<file path="src/rtl/neuron_wta_out_pkg.sv">
// Shared types and width helpers for the winner-take-all output stage.
package neuron_wta_out_pkg;

  // Controller states: wait for a sample, scan serially, decide, hold off.
  typedef enum logic [1:0] {
    IDLE    = 2'd0,
    SCAN    = 2'd1,
    DECIDE  = 2'd2,
    REFRACT = 2'd3
  } wta_state_e;

  // Potential width: weight width plus decay shift plus accumulation headroom.
  function automatic int potWidth(input int width, input int shift);
    return width + shift + 4;
  endfunction

  // Width of a neuron index; never narrower than one bit.
  function automatic int idxWidth(input int neurons);
    return (neurons < 2) ? 1 : $clog2(neurons);
  endfunction

endpackage

</file>
<file path="src/rtl/neuron_wta_out_if.sv">
// Sample/result bundle between the neuron layer and the WTA output stage.
// The slave side is the WTA block; the master side is whoever feeds it.
interface neuron_wta_out_if #(
  parameter int p_w       = 20,
  parameter int p_neurons = 4
);
  import neuron_wta_out_pkg::*;

  localparam int p_idx = idxWidth(p_neurons);

  logic [p_neurons*p_w-1:0] i_neuronout;
  logic                     i_valid;
  logic                     i_learn;
  logic [p_neurons*p_w-1:0] o_threshold;
  logic                     o_spike;
  logic [p_idx-1:0]         o_winner;
  logic                     o_busy;
  logic                     o_dropped;

  modport master (
    output i_neuronout, i_valid, i_learn,
    input  o_threshold, o_spike, o_winner, o_busy, o_dropped
  );

  modport slave (
    input  i_neuronout, i_valid, i_learn,
    output o_threshold, o_spike, o_winner, o_busy, o_dropped
  );

endinterface

</file>
<file path="src/rtl/neuron_threshold_bank.sv">
// Per-neuron adaptive thresholds. A firing decision pulls the winner's
// threshold a fraction of the way up towards the winning potential; a
// silent decision decays every threshold down towards a floor.
module neuron_threshold_bank
  import neuron_wta_out_pkg::*;
#(
  parameter int p_w         = 20,
  parameter int p_neurons   = 4,
  parameter int p_idx       = 2,
  parameter int p_eta_shift = 3,
  parameter int p_th_init   = 100,
  parameter int p_th_min    = 16
) (
  input  logic                     i_clk,
  input  logic                     i_rst_n,
  input  logic                     i_upd_fire,
  input  logic                     i_upd_decay,
  input  logic [p_idx-1:0]         i_winner,
  input  logic [p_w-1:0]           i_best,
  output logic [p_neurons*p_w-1:0] o_threshold
);

  localparam logic [p_w-1:0] TH_INIT = p_w'(p_th_init);
  localparam logic [p_w-1:0] TH_MIN  = p_w'(p_th_min);

  logic [p_w-1:0] r_th      [p_neurons];
  logic [p_w-1:0] w_thNext  [p_neurons];
  logic [p_w-1:0] w_grown   [p_neurons];
  logic [p_w-1:0] w_decayed [p_neurons];

  // Candidate values per neuron; the growth term is only used when best > th,
  // so the subtraction never wraps and the result stays at or below best.
  for (genvar g = 0; g < p_neurons; g++) begin : g_cand
    assign w_grown[g]   = r_th[g] + ((i_best - r_th[g]) >> p_eta_shift);
    assign w_decayed[g] = r_th[g] - (r_th[g] >> p_eta_shift);
    assign o_threshold[g*p_w +: p_w] = r_th[g];
  end

  // Pick the next threshold for each neuron: grow the winner, or decay all
  // thresholds that are still at or above the floor, clamping at the floor.
  always_comb begin
    for (int k = 0; k < p_neurons; k++) begin
      w_thNext[k] = r_th[k];
      if (i_upd_fire && (i_winner == p_idx'(k)) && (i_best > r_th[k])) begin
        w_thNext[k] = w_grown[k];
      end else if (i_upd_decay && (r_th[k] >= TH_MIN)) begin
        w_thNext[k] = (w_decayed[k] < TH_MIN) ? TH_MIN : w_decayed[k];
      end
    end
  end

  // Threshold registers, restored to the initial value on reset.
  always_ff @(posedge i_clk or negedge i_rst_n) begin
    if (!i_rst_n) begin
      for (int k = 0; k < p_neurons; k++) r_th[k] <= TH_INIT;
    end else begin
      for (int k = 0; k < p_neurons; k++) r_th[k] <= w_thNext[k];
    end
  end

endmodule

</file>
<file path="src/rtl/neuron_wta_out.sv">
// Winner-take-all output stage: snapshots the layer's potentials, finds the
// first maximum with a serial scan, spikes with the winner index, adapts the
// thresholds, then holds off for a refractory window.
module neuron_wta_out
  import neuron_wta_out_pkg::*;
#(
  parameter int p_width      = 8,
  parameter int p_shift      = 8,
  parameter int p_neurons    = 4,
  parameter int p_eta_shift  = 3,
  parameter int p_refractory = 8,
  parameter int p_th_init    = 100,
  parameter int p_th_min     = 16
) (
  input  logic             i_clk,
  input  logic             i_rst_n,
  neuron_wta_out_if.slave  bus
);

  localparam int W  = potWidth(p_width, p_shift);
  localparam int IW = idxWidth(p_neurons);
  localparam int CW = $clog2(p_refractory + 1);

  wta_state_e      r_state;
  logic [W-1:0]    r_snap [p_neurons];
  logic [W-1:0]    r_best;
  logic [IW-1:0]   r_bestIdx;
  logic [IW-1:0]   r_k;
  logic [CW-1:0]   r_refCnt;
  logic            r_spike;
  logic [IW-1:0]   r_winner;
  logic            r_busy;
  logic            r_dropped;

  logic            w_updFire;
  logic            w_updDecay;

  // Learning is only acted on in the decision cycle, and the kind of update
  // depends on whether anything crossed its threshold.
  assign w_updFire  = (r_state == DECIDE) && (r_best != '0) && bus.i_learn;
  assign w_updDecay = (r_state == DECIDE) && (r_best == '0) && bus.i_learn;

  // Controller, snapshot and serial argmax; all outputs are registered here.
  always_ff @(posedge i_clk or negedge i_rst_n) begin
    if (!i_rst_n) begin
      r_state   <= IDLE;
      for (int k = 0; k < p_neurons; k++) r_snap[k] <= '0;
      r_best    <= '0;
      r_bestIdx <= '0;
      r_k       <= '0;
      r_refCnt  <= '0;
      r_spike   <= 1'b0;
      r_winner  <= '0;
      r_busy    <= 1'b0;
      r_dropped <= 1'b0;
    end else begin
      r_spike   <= 1'b0;
      r_dropped <= bus.i_valid && (r_state != IDLE);
      case (r_state)
        IDLE: begin
          if (bus.i_valid) begin
            for (int k = 0; k < p_neurons; k++) r_snap[k] <= bus.i_neuronout[k*W +: W];
            r_best    <= '0;
            r_bestIdx <= '0;
            r_k       <= '0;
            r_busy    <= 1'b1;
            r_state   <= SCAN;
          end
        end
        SCAN: begin
          if (r_snap[r_k] > r_best) begin
            r_best    <= r_snap[r_k];
            r_bestIdx <= r_k;
          end
          if (r_k == IW'(p_neurons - 1)) begin
            r_state <= DECIDE;
          end else begin
            r_k <= r_k + IW'(1);
          end
        end
        DECIDE: begin
          if (r_best != '0) begin
            r_spike  <= 1'b1;
            r_winner <= r_bestIdx;
            r_refCnt <= CW'(p_refractory);
            r_state  <= REFRACT;
          end else begin
            r_busy  <= 1'b0;
            r_state <= IDLE;
          end
        end
        REFRACT: begin
          if (r_refCnt == CW'(1)) begin
            r_busy  <= 1'b0;
            r_state <= IDLE;
          end else begin
            r_refCnt <= r_refCnt - CW'(1);
          end
        end
        default: begin
          r_busy  <= 1'b0;
          r_state <= IDLE;
        end
      endcase
    end
  end

  neuron_threshold_bank #(
    .p_w         (W),
    .p_neurons   (p_neurons),
    .p_idx       (IW),
    .p_eta_shift (p_eta_shift),
    .p_th_init   (p_th_init),
    .p_th_min    (p_th_min)
  ) u_thBank (
    .i_clk       (i_clk),
    .i_rst_n     (i_rst_n),
    .i_upd_fire  (w_updFire),
    .i_upd_decay (w_updDecay),
    .i_winner    (r_bestIdx),
    .i_best      (r_best),
    .o_threshold (bus.o_threshold)
  );

  assign bus.o_spike   = r_spike;
  assign bus.o_winner  = r_winner;
  assign bus.o_busy    = r_busy;
  assign bus.o_dropped = r_dropped;

endmodule

</file>
<file path="src/flat_wrapper.sv">
// flat-port wrapper written by rule: the top's interface ports become plain ports
module neuron_wta_out_flat import neuron_wta_out_pkg::*;
#(
  parameter int p_width      = 8,
  parameter int p_shift      = 8,
  parameter int p_neurons    = 4,
  parameter int p_eta_shift  = 3,
  parameter int p_refractory = 8,
  parameter int p_th_init    = 100,
  parameter int p_th_min     = 16
)
  (i_clk, i_rst_n, bus_i_neuronout, bus_i_valid, bus_i_learn, bus_o_threshold, bus_o_spike, bus_o_winner, bus_o_busy, bus_o_dropped);
  neuron_wta_out_if #(.p_w((20)), .p_neurons(p_neurons)) bus_i ();
  input  logic i_clk;
  input  logic i_rst_n;
  input wire logic [$bits(bus_i.i_neuronout)-1:0] bus_i_neuronout;
  input wire logic [$bits(bus_i.i_valid)-1:0] bus_i_valid;
  input wire logic [$bits(bus_i.i_learn)-1:0] bus_i_learn;
  output wire logic [$bits(bus_i.o_threshold)-1:0] bus_o_threshold;
  output wire logic [$bits(bus_i.o_spike)-1:0] bus_o_spike;
  output wire logic [$bits(bus_i.o_winner)-1:0] bus_o_winner;
  output wire logic [$bits(bus_i.o_busy)-1:0] bus_o_busy;
  output wire logic [$bits(bus_i.o_dropped)-1:0] bus_o_dropped;
  assign bus_i.i_neuronout = bus_i_neuronout;
  assign bus_i.i_valid = bus_i_valid;
  assign bus_i.i_learn = bus_i_learn;
  assign bus_o_threshold = bus_i.o_threshold;
  assign bus_o_spike = bus_i.o_spike;
  assign bus_o_winner = bus_i.o_winner;
  assign bus_o_busy = bus_i.o_busy;
  assign bus_o_dropped = bus_i.o_dropped;
  neuron_wta_out #(.p_width(p_width), .p_shift(p_shift), .p_neurons(p_neurons), .p_eta_shift(p_eta_shift), .p_refractory(p_refractory), .p_th_init(p_th_init), .p_th_min(p_th_min)) u_core (.i_clk(i_clk), .i_rst_n(i_rst_n), .bus(bus_i));
endmodule
</file>
<file path="config.mk">
export PLATFORM = sky130hd
export DESIGN_NAME = neuron_wta_out_flat
export DESIGN_NICKNAME = d
export VERILOG_FILES = /design/src/rtl/neuron_wta_out_pkg.sv /design/src/rtl/neuron_wta_out_if.sv /design/src/rtl/neuron_threshold_bank.sv /design/src/rtl/neuron_wta_out.sv /design/src/flat_wrapper.sv
export SDC_FILE = /design/constraint.sdc
export NUM_CORES = 1
export LEC_CHECK = 0
export CORE_AREA = 2 2 200 202
export DETAILED_ROUTE_END_ITERATION = 8
export DIE_AREA = 0 0 202 204
export DONT_BUFFER_PORTS = 1
export PLACE_DENSITY = 0.75
export RECOVER_POWER = 25
export SLEW_MARGIN = 30
export SYNTH_ARGS = -nofsm -noshare
export SYNTH_HDL_FRONTEND = slang
export SYNTH_SLANG_ARGS = --single-unit
</file>
<file path="constraint.sdc">
create_clock -name i_clk -period 7.7 [get_ports i_clk]
set_input_delay 1.54 -clock i_clk [delete_from_list [all_inputs] [get_ports i_clk]]
set_output_delay 1.54 -clock i_clk [all_outputs]
set_load 0.1 [all_outputs]
</file>
==> results.sh <==
export IMPL_io_pins=169
export IMPL_root_buffer="clkbuf_16"
export IMPL_die_y_um=204
export IMPL_worst_slack_ns=1.90
export IMPL_cap_violations=0
export IMPL_dp_cells=2680
export IMPL_grt_max_degree=196
export IMPL_ant_nets=0
export IMPL_startpoint_type="flip-flop"
export IMPL_use_met3_pct=5.66
export IMPL_grt_pass1_wl_mm=90.6
export IMPL_synthesis_nets=2506
export IMPL_cts_hold_buf=0
export IMPL_grt_busiest_layer="met2"
export IMPL_maxSlewHeadroom_pct=30.6
export IMPL_gr_usage_all_layers_pct=27.4
export IMPL_finClkSkew_ns=0.0195
export IMPL_grt_overflow_total=0
export IMPL_arrival_ns=6.16
export IMPL_drive_gt1_share_pct=11.5
export IMPL_syn_avg_cell_area_um2=8.89
export IMPL_routed_wl_mm=57.2
export IMPL_end_kind="flip-flop"
export IMPL_rsz0062_at_grt="no"
export IMPL_slew_viol_final=0
export IMPL_grt_util_met2_pct=45.9
export IMPL_place_ws_ns=2.04
export IMPL_finalNonFillerCells=2713
export IMPL_cts_sinks=195
export IMPL_yosysSeqAreaShare_pct=25.4
export IMPL_vias_per_cell=6.33
export IMPL_hold_viol=0
export IMPL_wl_per_cell_um=21.1
export IMPL_cts_tree="done"
export IMPL_synth_flop_cell="dfrtp_1"
export IMPL_clock_path_buffers=2
export IMPL_critPathKind="flip-flop to flip-flop"
export IMPL_port_buffers=0
export IMPL_tns_ns=0
export IMPL_worstPathRequired_ns=8.06
export IMPL_met1_usage_pct=34.7
export IMPL_async_reset_ff_share_pct=100
export IMPL_cts_max_level=4
export IMPL_clkTransAtPathRegs_ns=0.09
export IMPL_ys_warn_count=0
export IMPL_dieArea_um2=41200
export IMPL_start_util_pct=49.2
export IMPL_synth_seq_cells=195
export IMPL_final_nets=2513
export IMPL_syn2layout_area_growth_pct=7.78
export IMPL_synth_edf_count=0
export IMPL_worst_pin_slew_ns=1.04
export IMPL_die_x_um=202
export IMPL_post_cts_buffers=0
export IMPL_drc=0
export IMPL_drt_pass1_iter_count=5
export IMPL_grt_pass1_vias=17000
export IMPL_postSynthCellCount=2167
export IMPL_gp_congestion=0.928
export IMPL_cts_resized_gates=0
export IMPL_clock_latency_ns=0.47
export IMPL_drt_iter0_drc=1229
export IMPL_core_area_um2=39200
export IMPL_post_route_period_util_pct=75.3
export IMPL_tritoncts_num_buffers=17
export IMPL_setup_viol=0
export IMPL_status="completed"
export IMPL_antenna_found_initial=3
export IMPL_path_max_fanout=5
export IMPL_finalCriticalPeriod_ns=5.80
export IMPL_vias=17200
export IMPL_min_path_type="flip-flop to flip-flop"
export IMPL_clock_fmax_mhz=172
export IMPL_yosysUniqueCellTypes=88
export IMPL_dp_hpwl_mm=43.6
export IMPL_synth_area_um2=19300
export IMPL_rows=73
-- final timing paths --
| check | startpoint | to | slack [ns] | cells past startpoint |
|---|---|---|---|---|
| min reg2reg | u_core.r_snap[54] | u_core.r_snap[54] | 0.51 | 1 |
| min in group asynchronous | i_rst_n | u_core.u_thBank.o_threshold[30] | 0.77 | 0 |
| max in group asynchronous | i_rst_n | u_core.u_thBank.o_threshold[67] | 6.48 | 0 |
| max | u_core.u_thBank.o_threshold[64] | u_core.u_thBank.o_threshold[78] | 1.90 | 18 |
| min | u_core.r_snap[54] | u_core.r_snap[54] | 0.51 | 1 |
| max reg2reg | u_core.u_thBank.o_threshold[64] | u_core.u_thBank.o_threshold[78] | 1.90 | 18 |
-- worst max-delay path, cell delays in order, from the launching register on --
cell,delay (ns)
dfrtp_1,1.04
inv_1,0.30
ha_1,0.42
o21ai_0,0.19
nor2_1,0.08
a2111oi_0,0.72
nor2_1,0.17
a21oi_1,0.26
xnor2_1,0.11
ha_1,0.20
nor3_1,0.32
o21ai_0,0.22
a21boi_0,0.32
o21ai_0,0.17
o41ai_1,0.47
o21ai_0,0.26
a21oi_1,0.19
o31ai_1,0.09
xnor2_1,0.16
-- cell families (layout without fill, tap and decap cells) --
| group | Yosys count | in the layout | synth area share, % |
|---|---|---|---|
| and+or+nand+nor | 598 | 598 | 15.3 |
| AOI/OAI and AO/OA | 593 | 593 | 21.4 |
| adders and majority gates | 255 | 255 | 16.9 |
| buffers and inverters | 218 | 237 | 4.27 |
| DFF | 195 | 195 | 25.4 |
| xor gates and xnor gates | 163 | 163 | 7.41 |
| muxes | 145 | 145 | 9.37 |
| other | 0 | 2 | 0 |
-- area by class of cell --
cell class                 instances  area (um^2)
fill                            3486        18400
multi-input combinational       1754        13600
sequential                       195         4930
tap                              525          657
inverter                         159          597
clock buffer                      17          425
timing repair buffer              47          357
clock inverter                    14          209
antenna                            2         5.00
-- synth_stat cells (55+ instances only) --
master   count  area share (%)
ha_1       247              16
dfrtp_1    183              24
a21oi_1    111             2.9
xnor2_1    111             5.0
o21ai_0    111             2.9
mux2_2      82             4.8
inv_1      158             3.1
a21o_1      73             2.8
nor2_1     151             2.9
nand2_1    135             2.6
nor3_1      64             1.7
nand3_1     55             1.4
-- stage by stage --
stage | hold WS (ns) | util [%] | area [um^2]
2_1_floorplan | 0.475 | - | 19300
3_3_place_gp | 0.486 | 51.2 | 20100
3_5_place_dp | 0.492 | 51.3 | 20100
4_1_cts | 0.511 | 52.9 | 20700
5_1_grt | 0.524 | 53.0 | 20800
6_report | 0.508 | 53.0 | 20800
-- placed cells by master, fill, tap and decap left out, types with 13 or more instances in the layout --
cell,netlist,final
xor2_1,52,52
nand2_1,135,135
nand3_1,55,55
nor3_1,64,64
nand4_1,28,28
or3_1,14,14
a211oi_1,29,29
a22oi_1,13,13
inv_1,158,158
o21bai_1,23,22
nor2b_1,27,27
buf_4,0,46
a31oi_1,26,26
ha_1,247,247
clkbuf_16,0,17
mux2i_1,42,42
o211ai_1,18,18
nor2_1,151,150
a21o_1,73,73
o31ai_1,13,13
mux2_2,82,82
o221ai_1,13,13
mux4_2,20,20
a21oi_1,111,111
o21ai_0,111,111
o21a_1,44,44
nor4_1,36,36
and3_1,23,23
dfrtp_2,0,29
dfrtp_1,183,154
a221o_1,17,17
xnor2_1,111,111
nand2b_1,14,14
-- flip-flops by register name (all words and copies together), names as in the netlist --
| register | count |
|---|---|
| u_core.bus.o_busy | 1 |
| u_core.bus.o_dropped | 1 |
| u_core.bus.o_spike | 1 |
| u_core.bus.o_winner | 2 |
| u_core.r_best | 20 |
| u_core.r_bestIdx | 2 |
| u_core.r_k | 2 |
| u_core.r_refCnt | 4 |
| u_core.r_snap | 80 |
| u_core.r_state | 2 |
| u_core.u_thBank.o_threshold | 80 |
-- metal layers --
| layer | part of all wire [%] | vias to the layer above | routed length, um |
|---|---|---|---|
| met2 | 47 | 627 | 26800 |
| met4 | 3.8 | 0 | 2150 |
| met5 | 0 | - | 0 |
| met3 | 6.7 | 146 | 3840 |
| li1 | - | 8086 | - |
| met1 | 43 | 8318 | 24400 |
Power is not shown: default switching activity piles up to over one toggle a cycle in this logic, so the estimate is an artifact.
